[src/rtl/imem_loader.sv]
//==============================================================================
// Module      : imem_loader
// Description : Copies DEPTH words from a synchronous boot ROM into instruction
//               memory after reset, then enables the CPU run switch.
// Revision    : 1.0 - initial release
//==============================================================================
`timescale 1ns/1ps
`default_nettype none

module imem_loader #(
    parameter int DEPTH  = 64,
    parameter int ADDR_W = 6
) (
    input  logic              clock,
    input  logic              reset,
    input  logic              running_switch,
    input  logic              reload,
    output logic [ADDR_W-1:0] rom_addr,
    input  logic [31:0]       rom_data,
    output logic              imem_we,
    output logic [ADDR_W-1:0] imem_addr,
    output logic [31:0]       imem_wdata,
    output logic              load_done,
    output logic              cpu_run,
    output logic [ADDR_W:0]   word_count,
    output logic [31:0]       checksum
);

    typedef enum logic [1:0] {
        S_IDLE  = 2'd0,
        S_LOAD  = 2'd1,
        S_DRAIN = 2'd2,
        S_DONE  = 2'd3
    } state_t;

    localparam logic [ADDR_W-1:0] c_last_addr = ADDR_W'(DEPTH - 1);

    state_t            r_state;
    state_t            w_next;
    logic              w_enter_load;
    logic [ADDR_W-1:0] r_ptr;
    logic              r_wr_valid;
    logic [ADDR_W-1:0] r_wr_addr;
    logic              r_cpu_run;
    logic [ADDR_W:0]   r_count;
    logic [31:0]       r_sum;

    always_comb begin
        w_next = r_state;
        case (r_state)
            S_IDLE:  w_next = S_LOAD;
            S_LOAD:  if (r_ptr == c_last_addr) w_next = S_DRAIN;
            S_DRAIN: w_next = S_DONE;
            S_DONE:  if (reload) w_next = S_LOAD;
            default: w_next = S_IDLE;
        endcase
        w_enter_load = (w_next == S_LOAD) && (r_state != S_LOAD);
    end

    // The write stage trails the ROM read by one cycle to match ROM latency.
    always_ff @(posedge clock) begin
        if (reset) begin
            r_state    <= S_IDLE;
            r_ptr      <= '0;
            r_wr_valid <= 1'b0;
            r_wr_addr  <= '0;
            r_cpu_run  <= 1'b0;
            r_count    <= '0;
            r_sum      <= '0;
        end else begin
            r_state    <= w_next;
            r_wr_valid <= (r_state == S_LOAD);
            if (r_state == S_LOAD) begin
                r_wr_addr <= r_ptr;
            end

            if (w_enter_load) begin
                r_ptr <= '0;
            end else if ((r_state == S_LOAD) && (r_ptr != c_last_addr)) begin
                r_ptr <= r_ptr + ADDR_W'(1);
            end

            if (w_enter_load) begin
                r_count <= '0;
                r_sum   <= '0;
            end else if (r_wr_valid) begin
                r_count <= r_count + (ADDR_W+1)'(1);
                r_sum   <= r_sum + rom_data;
            end

            // Staying in DONE is required so a reload drops cpu_run on its edge.
            r_cpu_run <= (r_state == S_DONE) && (w_next == S_DONE) && running_switch;
        end
    end

    assign rom_addr   = r_ptr;
    assign imem_we    = r_wr_valid;
    assign imem_addr  = r_wr_addr;
    assign imem_wdata = r_wr_valid ? rom_data : 32'd0;
    assign load_done  = (r_state == S_DONE);
    assign cpu_run    = r_cpu_run;
    assign word_count = r_count;
    assign checksum   = r_sum;

endmodule

`default_nettype wire

[config.mk]
export PLATFORM = sky130hd
export DESIGN_NAME = imem_loader
export DESIGN_NICKNAME = d
export VERILOG_FILES = /design/src/rtl/imem_loader.sv
export SDC_FILE = /design/constraint.sdc
export NUM_CORES = 1
export LEC_CHECK = 0
export BUFFER_PORTS_ARGS = -buffer_cell sky130_fd_sc_hd__buf_2
export CORE_MARGIN = 2
export CORE_UTILIZATION = 52
export CTS_CLUSTER_DIAMETER = 150
export DETAILED_ROUTE_END_ITERATION = 16
export GPL_ROUTABILITY_DRIVEN = 1
export MAX_ROUTING_LAYER = met4
export PLACE_DENSITY = 0.81
export SYNTH_ARGS = -nofsm -noshare
export SYNTH_HDL_FRONTEND = slang
export SYNTH_SLANG_ARGS = --single-unit
[constraint.sdc]
create_clock -name clock -period 3.15 [get_ports clock]
set_clock_uncertainty 0.15 [all_clocks]
set_input_delay 0.1575 -clock clock [delete_from_list [all_inputs] [get_ports clock]]
set_output_delay 0.1575 -clock clock [all_outputs]
set_load 0.005 [all_outputs]
Word-level counts from Yosys, hierarchy flattened
Cells that the tools add are included.
{"block": "classes", "n_addsub": 3, "n_eq_ne": 8, "mux": 4, "n_reduce_logical": 6}
{"op": "$add A32 B32 Y32", "count": 1}
{"op": "$mux W32", "count": 1}
{"op": "$pmux W2 S4", "count": 1}
{"op": "$add A7 B1 Y7 const B", "count": 1}
{"op": "$add A6 B1 Y6 const B", "count": 1}
{"op": "$eq A2 B2 Y1 const B", "count": 3}
{"op": "$eq A6 B6 Y1 const B", "count": 1}
{"op": "$ne A6 B6 Y1 const B", "count": 1}
{"op": "$eq A2 B1 Y1 const B", "count": 2}
{"op": "$logic_and A1 B1 Y1", "count": 4}
{"op": "$mux W2", "count": 2}
{"op": "$logic_not A2 Y1", "count": 1}
{"op": "$ne A2 B1 Y1 const B", "count": 1}
{"op": "$reduce_or A2 Y1", "count": 1}
{"block": "totals", "ff_bits": 55, "inputBits": 36, "out_inout_bits": 86}

Depth between registers and ports, before layout
{"block": "depth", "ltp_word": 6, "depth_mapped": 11, "ltp_nobuf": 11}

Worst setup path before layout
Ideal clock, no wire load.
{"block": "synth_timing", "path_type": "register -> register", "startpoint": "register r_sum[17], in the netlist checksum[17]", "endpoint": "register r_sum[29], in the netlist checksum[29]", "setup_time_ns": 0.124, "t_arrival_ns": 2.356, "required_time_ns": 2.876, "slack_ns": 0.521, "stages_incl_launch_ff": 12, "path_buffers": 1, "period_less_slack_ns": 2.629, "cell_sequence": "dfxtp_1 > ha_1 > buf_6 > o21a_1 > o211a_1 > a221o_1 > a21oi_2 > a21oi_2 > or2_2 > a31oi_1 > mux2i_1 > o21ai_0"}
{"block": "synth_via", "elab_chain_cells": 1}
{"item": "start: declaration", "line_no": "46", "rtl": "logic [31:0] r_sum;"}
{"item": "start signal: assignment", "line_no": "88", "rtl": "r_sum <= r_sum + rom_data;"}
{"item": "$add A32 B32 Y32", "line_no": "88"}
No other way between the ends.
A chain may end at the register's enable or synchronous reset.

Final worst setup path
{"block": "layout_timing", "startpoint": "register r_sum[5], in the netlist checksum[5]", "endpoint": "register r_sum[26], in the netlist checksum[26]"}
The elaborated chain is that of the path after synthesis.

==> results.ini <==
[run_status]
status=complete, no violations

[placement]
dp.cells=670
pre_cts_ws_ps=230
numPortBuffers=121
post_dp_cell_area_um2=4500
dp_hpwl_mm=7.16
gp_congestion=0.926

[clock_network]
clk_latency_ps=320
root_buffer=clkbuf_8
cts_setup_buffers=0
cts_buffer_depth=2
clk_pin_slew_ps=120
cts_tree=built
htree_num_levels=2
cts_sinks=55
cts_made_buffers=5

[sta]
holdWs_ps=27.9
setup_tns_ps=0
finalHoldViolCount=0
period_share=0.936
fmax_mhz=339
max_slew_margin=0.435
rsz0062_at_grt=false
slew_viol_final=0
max_slew.worst_pin.slew_ps=841
final-setup-viol-count=0
layout_setup_ws_ps=202
min_period_ps=2950

[detailed_routing]
detail-route-antenna-nets=0
post_drt_wl_per_cell_um=13.9
drc=0
wl_mm=9.48
drt_first_pass_iters=4
vias=3727
vias_per_cell=5.48
initialDrtViolationCount=130

[floorplan]
dieArea_um2=8140
top_level_ports=122
initial_core_util=0.536
fp.dieW_um=90.2
core_area_um2=7210
die_h_um=90.2
row_count=31

[cells_and_area]
finish.instance_area_um2=4620
final_util=0.640
insertedDiodeCount=0
syn_to_final_growth_pct=19.5
drive_gt1_frac=0.258
stdcell_count=680
finalNetCount=650

[logic_synthesis]
ys_top_cells_by_area=dfxtp_1, ha_1, mux2i_1, and2_1, a21oi_1
synth_edf_count=0
synth_area_um2=3860
synth_nets=539
ys_warn_count=0
synth_top_area_share=0.285
syn_area_per_cell_um2=8.24
ys.flop_type=dfxtp_1
synth_common_cells=dfxtp_1, nor2_1, a21oi_1
syn_inst=469
synth.most_common_cell=dfxtp_1
synth_cell_types=57
yosys.area.top_type=dfxtp_1
ys_seq_elements=55
yosysSeqAreaShare=0.285
synth-async-reset-ratio=0

[critical_path]
r2r-start=checksum[5]
critical_path.max_fanout=4
required_ps=3200
crit_path_end_kind=flip-flop
crit_type=flip-flop to flip-flop
startpoint=checksum[5]
crit_path_start_kind=flip-flop
cp.arrival_ps=3000

[power_and_ir_drop]
ir_drop_mv=0.226
power_mw=1.48
p_leak_nw=2.42
pwr_density_cell_nw_per_um2=320

[global_route]
antenna_found_initial=0
grt.total_usage=0.241
gr-total-overflow=0
grt_max_degree=70
grt_pass1_wl_mm=16.4
grt_pass1_vias=3674

[min_path]
hold_path_class=input pin to flip-flop
hp-start=reload

[flow_run]
maxCapViolCount=0

==> state kept, by name, summed over array words and instances (netlist names) <==
name	flops
rom_addr	6
imem_we	1
checksum	32
r_state	2
imem_addr	6
word_count	7
cpu_run	1
==> per-layer routing <==
metal  vias to the layer above  GRT usage  routed length (um)
li1                       1895          -                   -
met1                      1715      0.296                4290
met2                       105      0.415                4620
met3                        12     0.0352                 480
met4                         0     0.0628                  95
met5                         -          -                   0
==> what timing repair did <==
| item | in CTS | in global routing |
|---|---|---|
| setup endpoints to repair | 0 | 3 |
| resized for setup | 0 | 2 |
| endpoints found under the hold margin | 10 | 0 |
| hold buffers | 2 | 0 |
==> worst paths after layout <==
check / end / slack, ps / cells past startpoint
max: checksum[26] / 200 / 10
min: r_state[1] / 30 / 4
max reg2reg: checksum[26] / 200 / 10
min reg2reg: imem_addr[2] / 310 / 2
==> worst max-delay path, cell delays in order, from the launching register on <==
cell	delay, ps
dfxtp_1	340
ha_1	340
and3_2	230
or3b_2	490
a21oi_1	260
o211ai_1	160
a21oi_1	290
a41oi_1	200
xnor2_1	160
mux2i_1	140
nor2_1	50
==> layout by cell type, fill, tap and decap left out, types with 3 or more instances in the layout <==
master	Yosys	final
o211ai_1	3	3
and2_2	3	3
nor2_1	47	47
and2_1	35	35
a211oi_1	6	6
clkbuf_8	2	5
mux2i_1	26	26
a21o_1	25	25
o21ai_0	14	13
buf_4	0	3
dfxtp_1	55	54
nand4_1	11	11
or3_1	3	3
inv_1	5	5
nor2b_1	3	3
and3_2	5	5
nand2_1	36	36
a31oi_1	5	5
nor3_1	11	11
xnor2_1	18	18
ha_1	33	33
nand2b_1	3	3
buf_2	3	121
a21oi_1	41	41
xor2_1	10	10
and3_1	7	7
nand3_1	7	7
==> logic make-up after synthesis <==
logic type | after synthesis | synth area share
simple gates | 179 | 0.236
mux | 27 | 0.0703
flops | 55 | 0.285
xor+xnor | 28 | 0.0635
compound gates | 118 | 0.197
buf+inv | 28 | 0.0359
fa+ha+maj | 34 | 0.112
==> where the power goes <==
group	switching (mW)	total, mW	internal [mW]	leakage, nW
Clock	0.272	0.441	0.169	0.0511
Combinational	0.171	0.312	0.141	1.93
Sequential	0.0131	0.723	0.710	0.446
Total	0.457	1.48	1.02	2.42
==> final cells by class <==
cell class / count / area, um^2
multi-input combinational: 386 / 2620
sequential: 55 / 1100
clock buffer: 5 / 68.8
fill: 676 / 2600
tap: 99 / 124
clock inverter: 3 / 28.8
inverter: 6 / 22.5
timing repair buffer: 126 / 648
(Power assumes the default switching activity.)
